--- src/rtl/comp_mult_seq_if.sv ---
// Val-rdy channels around the complex multiplier operand sequencer:
// sample input, operand issue, result return and buffered result output.
interface comp_mult_seq_if #(
  parameter int DWIDTH = 8
);
  logic                  in_val;
  logic                  in_rdy;
  logic [2*DWIDTH-1:0]   in_data;
  logic                  op_val;
  logic                  op_rdy;
  logic [4*DWIDTH-1:0]   op_data;
  logic                  res_val;
  logic                  res_rdy;
  logic [4*DWIDTH+3:0]   res_data;
  logic                  out_val;
  logic                  out_rdy;
  logic [4*DWIDTH+3:0]   out_data;

  modport slave (
    input  in_val, in_data, op_rdy, res_val, res_data, out_rdy,
    output in_rdy, op_val, op_data, res_rdy, out_val, out_data
  );

  modport master (
    output in_val, in_data, op_rdy, res_val, res_data, out_rdy,
    input  in_rdy, op_val, op_data, res_rdy, out_val, out_data
  );
endinterface

--- src/rtl/comp_mult_seq.sv ---
// Pairs input samples into multiplier operands, issues them under a credit
// limit, and buffers returned results in a circular FIFO.
module comp_mult_seq #(
  parameter int DWIDTH     = 8,
  parameter int FIFO_DEPTH = 4
) (
  input  logic           clk,
  input  logic           rst_n,
  input  logic           sw_rst,
  comp_mult_seq_if.slave bus,
  output logic           err
);
  localparam int AW = (FIFO_DEPTH > 1) ? $clog2(FIFO_DEPTH) : 1;
  localparam int CW = AW + 1;
  localparam int SW = 2 * DWIDTH;
  localparam int OW = 4 * DWIDTH;
  localparam int RW = 4 * DWIDTH + 4;

  localparam logic [CW-1:0] DEPTH_C = CW'(FIFO_DEPTH);
  localparam logic [CW:0]   DEPTH_S = (CW + 1)'(FIFO_DEPTH);
  localparam logic [CW-1:0] CNT_ONE = CW'(1);
  localparam logic [CW-1:0] CNT_ZERO = CW'(0);
  localparam logic [AW-1:0] PTR_ONE = AW'(1);

  localparam logic [1:0] S_A     = 2'd0;
  localparam logic [1:0] S_B     = 2'd1;
  localparam logic [1:0] S_ISSUE = 2'd2;

  logic [1:0]    state_r;
  logic [SW-1:0] first_r;
  logic [OW-1:0] op_data_r;
  logic          hold_r;
  logic [CW-1:0] outst_r;
  logic [CW-1:0] cnt_r;
  logic [AW-1:0] wr_ptr_r;
  logic [AW-1:0] rd_ptr_r;
  logic          err_r;
  logic [RW-1:0] mem_r [FIFO_DEPTH];

  logic          in_rdy_s;
  logic          op_val_s;
  logic          credit_ok_s;
  logic          res_rdy_s;
  logic          out_val_s;
  logic          in_fire_s;
  logic          op_fire_s;
  logic          res_fire_s;
  logic          pop_s;
  logic          res_matched_s;
  logic [CW:0]   committed_s;
  logic [CW-1:0] outst_nxt_s;
  logic [CW-1:0] cnt_nxt_s;

  // Credit and handshake qualification; slots already owed to in-flight ops count as used
  always_comb begin
    committed_s   = {1'b0, cnt_r} + {1'b0, outst_r};
    credit_ok_s   = (committed_s < DEPTH_S);
    res_rdy_s     = (cnt_r < DEPTH_C);
    out_val_s     = (cnt_r != CNT_ZERO);
    in_fire_s     = bus.in_val & in_rdy_s;
    op_fire_s     = op_val_s & bus.op_rdy;
    res_fire_s    = bus.res_val & res_rdy_s;
    pop_s         = out_val_s & bus.out_rdy;
    res_matched_s = res_fire_s & (outst_r != CNT_ZERO);
  end

  // State decode for input ready and operand valid; hold_r keeps op_val up once offered
  always_comb begin
    in_rdy_s = 1'b0;
    op_val_s = 1'b0;
    case (state_r)
      S_A:     in_rdy_s = 1'b1;
      S_B:     in_rdy_s = 1'b1;
      S_ISSUE: op_val_s = credit_ok_s | hold_r;
      default: begin
        in_rdy_s = 1'b0;
        op_val_s = 1'b0;
      end
    endcase
  end

  // Next outstanding count; an unmatched result leaves it at zero
  always_comb begin
    outst_nxt_s = outst_r;
    case ({op_fire_s, res_matched_s})
      2'b10:   outst_nxt_s = outst_r + CNT_ONE;
      2'b01:   outst_nxt_s = outst_r - CNT_ONE;
      default: outst_nxt_s = outst_r;
    endcase
  end

  // Next FIFO occupancy from push/pop
  always_comb begin
    cnt_nxt_s = cnt_r;
    case ({res_fire_s, pop_s})
      2'b10:   cnt_nxt_s = cnt_r + CNT_ONE;
      2'b01:   cnt_nxt_s = cnt_r - CNT_ONE;
      default: cnt_nxt_s = cnt_r;
    endcase
  end

  // Pairing FSM and operand register
  always_ff @(posedge clk or negedge rst_n) begin
    if (!rst_n) begin
      state_r   <= S_A;
      first_r   <= '0;
      op_data_r <= '0;
      hold_r    <= 1'b0;
    end else if (sw_rst) begin
      state_r   <= S_A;
      first_r   <= '0;
      op_data_r <= '0;
      hold_r    <= 1'b0;
    end else begin
      hold_r <= op_val_s & ~bus.op_rdy;
      case (state_r)
        S_A: begin
          if (in_fire_s) begin
            first_r <= bus.in_data;
            state_r <= S_B;
          end
        end
        S_B: begin
          if (in_fire_s) begin
            op_data_r <= {first_r, bus.in_data};
            state_r   <= S_ISSUE;
          end
        end
        S_ISSUE: begin
          if (op_fire_s) begin
            state_r <= S_A;
          end
        end
        default: state_r <= S_A;
      endcase
    end
  end

  // Outstanding credit counter and sticky error
  always_ff @(posedge clk or negedge rst_n) begin
    if (!rst_n) begin
      outst_r <= CNT_ZERO;
      err_r   <= 1'b0;
    end else if (sw_rst) begin
      outst_r <= CNT_ZERO;
      err_r   <= 1'b0;
    end else begin
      outst_r <= outst_nxt_s;
      if (res_fire_s && (outst_r == CNT_ZERO)) begin
        err_r <= 1'b1;
      end
    end
  end

  // FIFO pointers and occupancy; pointers wrap naturally at the power-of-two depth
  always_ff @(posedge clk or negedge rst_n) begin
    if (!rst_n) begin
      wr_ptr_r <= '0;
      rd_ptr_r <= '0;
      cnt_r    <= CNT_ZERO;
    end else if (sw_rst) begin
      wr_ptr_r <= '0;
      rd_ptr_r <= '0;
      cnt_r    <= CNT_ZERO;
    end else begin
      cnt_r <= cnt_nxt_s;
      if (res_fire_s) begin
        wr_ptr_r <= wr_ptr_r + PTR_ONE;
      end
      if (pop_s) begin
        rd_ptr_r <= rd_ptr_r + PTR_ONE;
      end
    end
  end

  // FIFO storage; contents are masked at the output while empty so no reset is needed
  always_ff @(posedge clk) begin
    if (res_fire_s && !sw_rst) begin
      mem_r[wr_ptr_r] <= bus.res_data;
    end
  end

  assign bus.in_rdy   = in_rdy_s;
  assign bus.op_val   = op_val_s;
  assign bus.op_data  = op_data_r;
  assign bus.res_rdy  = res_rdy_s;
  assign bus.out_val  = out_val_s;
  assign bus.out_data = out_val_s ? mem_r[rd_ptr_r] : '0;
  assign err          = err_r;

endmodule

--- src/flat_wrapper.sv ---
// flat-port wrapper written by rule: the top's interface ports become plain ports
module comp_mult_seq_flat 
#(
  parameter int DWIDTH     = 8,
  parameter int FIFO_DEPTH = 4
)
  (clk, rst_n, sw_rst, err, bus_in_val, bus_in_data, bus_op_rdy, bus_res_val, bus_res_data, bus_out_rdy, bus_in_rdy, bus_op_val, bus_op_data, bus_res_rdy, bus_out_val, bus_out_data);
  comp_mult_seq_if #(.DWIDTH(DWIDTH)) bus_i ();
  input  logic clk;
  input  logic rst_n;
  input  logic sw_rst;
  output logic err;
  input wire logic [$bits(bus_i.in_val)-1:0] bus_in_val;
  input wire logic [$bits(bus_i.in_data)-1:0] bus_in_data;
  input wire logic [$bits(bus_i.op_rdy)-1:0] bus_op_rdy;
  input wire logic [$bits(bus_i.res_val)-1:0] bus_res_val;
  input wire logic [$bits(bus_i.res_data)-1:0] bus_res_data;
  input wire logic [$bits(bus_i.out_rdy)-1:0] bus_out_rdy;
  output wire logic [$bits(bus_i.in_rdy)-1:0] bus_in_rdy;
  output wire logic [$bits(bus_i.op_val)-1:0] bus_op_val;
  output wire logic [$bits(bus_i.op_data)-1:0] bus_op_data;
  output wire logic [$bits(bus_i.res_rdy)-1:0] bus_res_rdy;
  output wire logic [$bits(bus_i.out_val)-1:0] bus_out_val;
  output wire logic [$bits(bus_i.out_data)-1:0] bus_out_data;
  assign bus_i.in_val = bus_in_val;
  assign bus_i.in_data = bus_in_data;
  assign bus_i.op_rdy = bus_op_rdy;
  assign bus_i.res_val = bus_res_val;
  assign bus_i.res_data = bus_res_data;
  assign bus_i.out_rdy = bus_out_rdy;
  assign bus_in_rdy = bus_i.in_rdy;
  assign bus_op_val = bus_i.op_val;
  assign bus_op_data = bus_i.op_data;
  assign bus_res_rdy = bus_i.res_rdy;
  assign bus_out_val = bus_i.out_val;
  assign bus_out_data = bus_i.out_data;
  comp_mult_seq #(.DWIDTH(DWIDTH), .FIFO_DEPTH(FIFO_DEPTH)) u_core (.clk(clk), .rst_n(rst_n), .sw_rst(sw_rst), .bus(bus_i), .err(err));
endmodule
--- config.mk ---
export PLATFORM = sky130hd
export DESIGN_NAME = comp_mult_seq_flat
export DESIGN_NICKNAME = d
export VERILOG_FILES = /design/src/rtl/comp_mult_seq_if.sv /design/src/rtl/comp_mult_seq.sv /design/src/flat_wrapper.sv
export SDC_FILE = /design/constraint.sdc
export NUM_CORES = 1
export LEC_CHECK = 0
export BUFFER_PORTS_ARGS = -buffer_cell sky130_fd_sc_hd__clkbuf_2
export CAP_MARGIN = 20
export CORE_MARGIN = 8
export CORE_UTILIZATION = 60
export CTS_CLUSTER_SIZE = 20
export DETAILED_ROUTE_END_ITERATION = 8
export GPL_ROUTABILITY_DRIVEN = 0
export PLACE_DENSITY = 0.93
export SKIP_CTS_REPAIR_TIMING = 1
export SYNTH_ARGS = -nofsm -noshare
export SYNTH_HDL_FRONTEND = slang
export SYNTH_SLANG_ARGS = --single-unit
--- constraint.sdc ---
create_clock -name clk -period 6.6 [get_ports clk]
set_input_delay 1.32 -clock clk [delete_from_list [all_inputs] [get_ports clk]]
set_output_delay 1.32 -clock clk [all_outputs]
set_load 0.02 [all_outputs]
==> impl.org <==
** Detailed routing
- After detailed routing, the number of remaining DRC violations is 0.
- In the routed layout, each cell is associated on average with a via count of 5.70.
- Average routed wire per standard cell :: 20.5 um
- The routed design has ~17 mm of wire.
- The detailed router placed 4849 vias in this run.
- Number of nets with antenna violations after routing :: 0
- The first detailed-routing pass ran for 5 iterations.
- The first routing iteration left 411 violations.

** Synthesis
- Synthesis produced roughly 530 cells.
- For this run, the leading register cell type out of synthesis is sky130_fd_sc_hd__edfxtp_1.
- Yosys mapped a number of flops with a built-in enable equal to around 140.
- Summing the areas of all xor and xnor instances in the mapped netlist gives less than 1% of the synthesized area.
- Mapped Avg Cell Area :: 15.6 sq um
- Fraction of post-synthesis cell area in the top cell type by area :: 52.5%
- Summing every instance area after synthesis gives 8240 sq um.
- Counting flops and latches in the post-synthesis netlist gives around 210.
- Fraction of registers with async set/reset :: a little under a third
- Synthesis instantiated 41 different standard cells from the library.
- Top cells by area, synth :: sky130_fd_sc_hd__edfxtp_1, sky130_fd_sc_hd__dfrtp_1, sky130_fd_sc_hd__mux4_2
- Yosys printed 0 warnings.
- Synthesis produced a netlist with a net count of 594.
- Sequential cell area fraction in the yosys report :: a little under three quarters
- Synth Area in Adders :: ~1.4%
- Synthesized-area fraction occupied by ao, oa, aoi and oai cells :: ~3.8%
- Main combinational cell family by area after synthesis :: multiplexers
- Largest area contributor in the netlist :: sky130_fd_sc_hd__edfxtp_1
- Of the post-synthesis cell area, the part taken by muxes is between 10% and 20%.
- Share of synthesized cell area in and, or, nand and nor gates :: 10.1%

** Floorplanning
- In this run the standard cell core region covers roughly 14000 sq um.
- Width of the die :: ~130 um
- DIE HEIGHT :: 133 um
- Once the floorplan was initialized, standard cells occupied 60.3% of the core.
- In this run the count of I/O pins placed on the die edge is ~130.
- The initialized floorplan defines between 40 and 50 standard-cell rows.
- The die covers ~18000 sq um.

** Final layout
- Final design utilization :: between 70 and 80%
- The post-route netlist has around 32% of its cells at a drive strength greater than 1.
- The layout has approximately 840 filler cells.
- In the final design database the tool counted between 700 and 800 nets.
- Compared with the post-synthesis result, the final layout area differs by 18.0%.
- Inserted Diodes :: 0
- Leaving out fill and tap cells, the most frequent cell in the layout is sky130_fd_sc_hd__edfxtp_1.
- In the layout the commonest cells are sky130_fd_sc_hd__edfxtp_1, sky130_fd_sc_hd__clkbuf_2, sky130_fd_sc_hd__nand2_1, sky130_fd_sc_hd__dfrtp_1, sky130_fd_sc_hd__a21oi_1.

** Global route
- The first global-routing pass estimated 27.6 mm of wire.
- Met1 Track Usage GR :: a little under a quarter
- Entering global routing, the biggest net connects 67 pins.
- Global routing used under 10% of the available met3 tracks.
- Global routing met2 resource utilization :: between 30% and 40%
- Via count of the first global-routing pass :: 5238
- Highest-utilization routing layer at the global route stage :: met2
- Overall global routing resource usage :: between 10% and 20%
- Number of antenna violations at the first check in global routing :: 0
- Summed over all layers, the global routing overflow is 0.

** Worst hold path
- Beginning of the worst hold path :: u_core.state_r[1]$_DFFE_PN0P_
- Hold Path Class :: flip-flop to flip-flop

** Critical path
- Setup crit start :: u_core.rd_ptr_r[0]$_DFFE_PN0P_
- STA classifies the critical path startpoint as a flip-flop.
- Maximum fanout encountered on the critical timing path :: 26
- STA puts the critical path data arrival time at about 2.6 ns.
- The worst setup path is captured at a primary output.
- R2R Path End :: u_core.outst_r[2]$_DFFE_PN0P_
- Minimum setup slack among reg-to-reg paths :: 3.56 ns
- The number of cells on the worst reg-to-reg path is 8.
- STA puts the critical path data required time at between 5 and 6 ns.
- Timing endpoint of the critical path :: bus_out_data[8]
- Worst Path Class, Setup :: flip-flop to primary output
- Worst r2r src :: u_core.cnt_r[2]$_DFFE_PN0P_

** Place
- The HPWL after detailed placement is about 11 mm.
- OpenSTA, run right after detailed placement, puts the worst setup slack at between 3 and 4 ns.
- Port buffering added 131 buffers.

** STA
- Worst slack on hold paths :: 0.502 ns
- Derived from the worst setup path, the maximum achievable clock frequency is 255 MHz.
- Number of hold violations in the final report :: 0
- Total count of max-transition violations in the final report :: 0
- Unrepaired setup endpoints after global routing :: no
- Actual transition at the worst max-transition pin :: 1.00 ns
- Of the available clock period, the critical path in the final layout requires between 50% and 60%.
- Setup violations remaining at the end of the flow were counted as 0.
- Setup slack closes at around 2.7 ns.
- Clock Skew :: 0.00960 ns
- For the final routed database, the setup TNS stands at 0 ns.
- Relative slew slack :: about 33%
- Min cycle time layout :: 3.93 ns

** Power and ir drop
- Worst voltage drop across the vdd grid :: roughly 230 uV
- Cell area power density :: ~370 nW/um^2
- LEAKAGE :: approximately 3.8 nW

** CTS
- Clock Tree Root :: sky130_fd_sc_hd__clkbuf_16
- Longest Clk Path Bufs :: 3
- The clock net in this run drives a total of approximately 210 sinks.
- After clock tree synthesis, the clock-pin slew on the worst setup and hold paths is roughly 0.060 ns.
- CTS Buf Count :: 20
- Clock latency on the worst-skew pair :: about 0.48 ns
- CTS built an H-tree with a depth of 1.
- TritonCTS built the clock tree.

** Status
- The run finished with clean final reports.

** Run
- The tool flagged a number of max-cap violations equal to 0.
[through the flow]
step | total power (W) | instances | instance area [sq um]
6_report | 0.00362 | 851 | 9720
5_1_grt | 0.00378 | 851 | 9720
4_1_cts | 0.00362 | 848 | 9640
3_5_place_dp | 0.00253 | 812 | 9000
3_3_place_gp | 0.00249 | 812 | 9000
2_1_floorplan | 0.00225 | 527 | 8240
[synthesized netlist by cell type (2+ instances only)]
cell type / n
sky130_fd_sc_hd__and2b_2: 2
sky130_fd_sc_hd__fa_1: 2
sky130_fd_sc_hd__and3_1: 2
sky130_fd_sc_hd__mux2i_1: 3
sky130_fd_sc_hd__dfrtp_1: 62
sky130_fd_sc_hd__nand2b_1: 2
sky130_fd_sc_hd__inv_1: 4
sky130_fd_sc_hd__xnor2_1: 3
sky130_fd_sc_hd__clkbuf_1: 15
sky130_fd_sc_hd__buf_2: 8
sky130_fd_sc_hd__nor3_1: 3
sky130_fd_sc_hd__nor2_1: 13
sky130_fd_sc_hd__nand3_1: 3
sky130_fd_sc_hd__or3_1: 2
sky130_fd_sc_hd__buf_6: 3
sky130_fd_sc_hd__xor2_1: 2
sky130_fd_sc_hd__edfxtp_1: 144
sky130_fd_sc_hd__mux4_2: 36
sky130_fd_sc_hd__and2_1: 42
sky130_fd_sc_hd__nand2_1: 100
sky130_fd_sc_hd__ha_1: 6
sky130_fd_sc_hd__a21oi_1: 51
[how the worst min path moves through the flow]
stage | to | slack (ns) | cells after the start
2_1_floorplan | u_core.state_r[0]$_DFFE_PN0P_ | 0.44 | 1
3_3_place_gp | u_core.state_r[0]$_DFFE_PN0P_ | 0.45 | 1
3_5_place_dp | u_core.state_r[0]$_DFFE_PN0P_ | 0.47 | 1
4_1_cts | u_core.state_r[0]$_DFFE_PN0P_ | 0.49 | 1
5_1_grt | u_core.state_r[0]$_DFFE_PN0P_ | 0.52 | 1
6_report | u_core.state_r[0]$_DFFE_PN0P_ | 0.50 | 1
[area by class of cell]
class / instances / area (sq um) / area share (%)
flip-flops and latches: 206 / 5880 / 60.5
multi-input cells: 287 / 2200 / 22.6
repair buffers: 137 / 761 / 7.83
clock buffers: 34 / 628 / 6.46
well taps: 180 / 225 / 2.32
inverters: 5 / 18.8 / 0.193
clock inverters: 2 / 13.8 / 0.142
[per-layer routing]
layer	vias to the layer above	part of all wire (%)
li1	2175	-
met1	2410	37
met2	234	52
met3	30	10
met4	0	1.7
met5	-	0
[registers in the layout (all words and copies together), names as in the netlist]
register,count
u_core.bus.op_data,32
u_core.cnt_r,3
u_core.err,1
u_core.first_r,16
u_core.hold_r,1
u_core.mem_r,144
u_core.outst_r,3
u_core.rd_ptr_r,2
u_core.state_r,2
u_core.wr_ptr_r,2
[critical path, stage by stage, from the launching register on]
cell	delay, ns
sky130_fd_sc_hd__dfrtp_2	0.63
sky130_fd_sc_hd__buf_4	0.53
sky130_fd_sc_hd__mux4_2	0.60
sky130_fd_sc_hd__and2_1	0.19
sky130_fd_sc_hd__clkbuf_2	0.15
[cells by family after synthesis]
kind of cell | Yosys count
AO/OA/AOI/OAI | 56
XOR/XNOR | 6
adder cells (fa/ha/maj) | 8
buffers and inverters | 34
flip-flops | 206
multiplexers | 41
AND/OR/NAND/NOR | 176
[report_power, final]
part	internal (W)	switching, W
sequential	0.00148	0.0000882
clock	0.000648	0.000443
combinational	0.000417	0.000545
total	0.00255	0.00108
No activity file was read; power rests on OpenSTA's default activity.
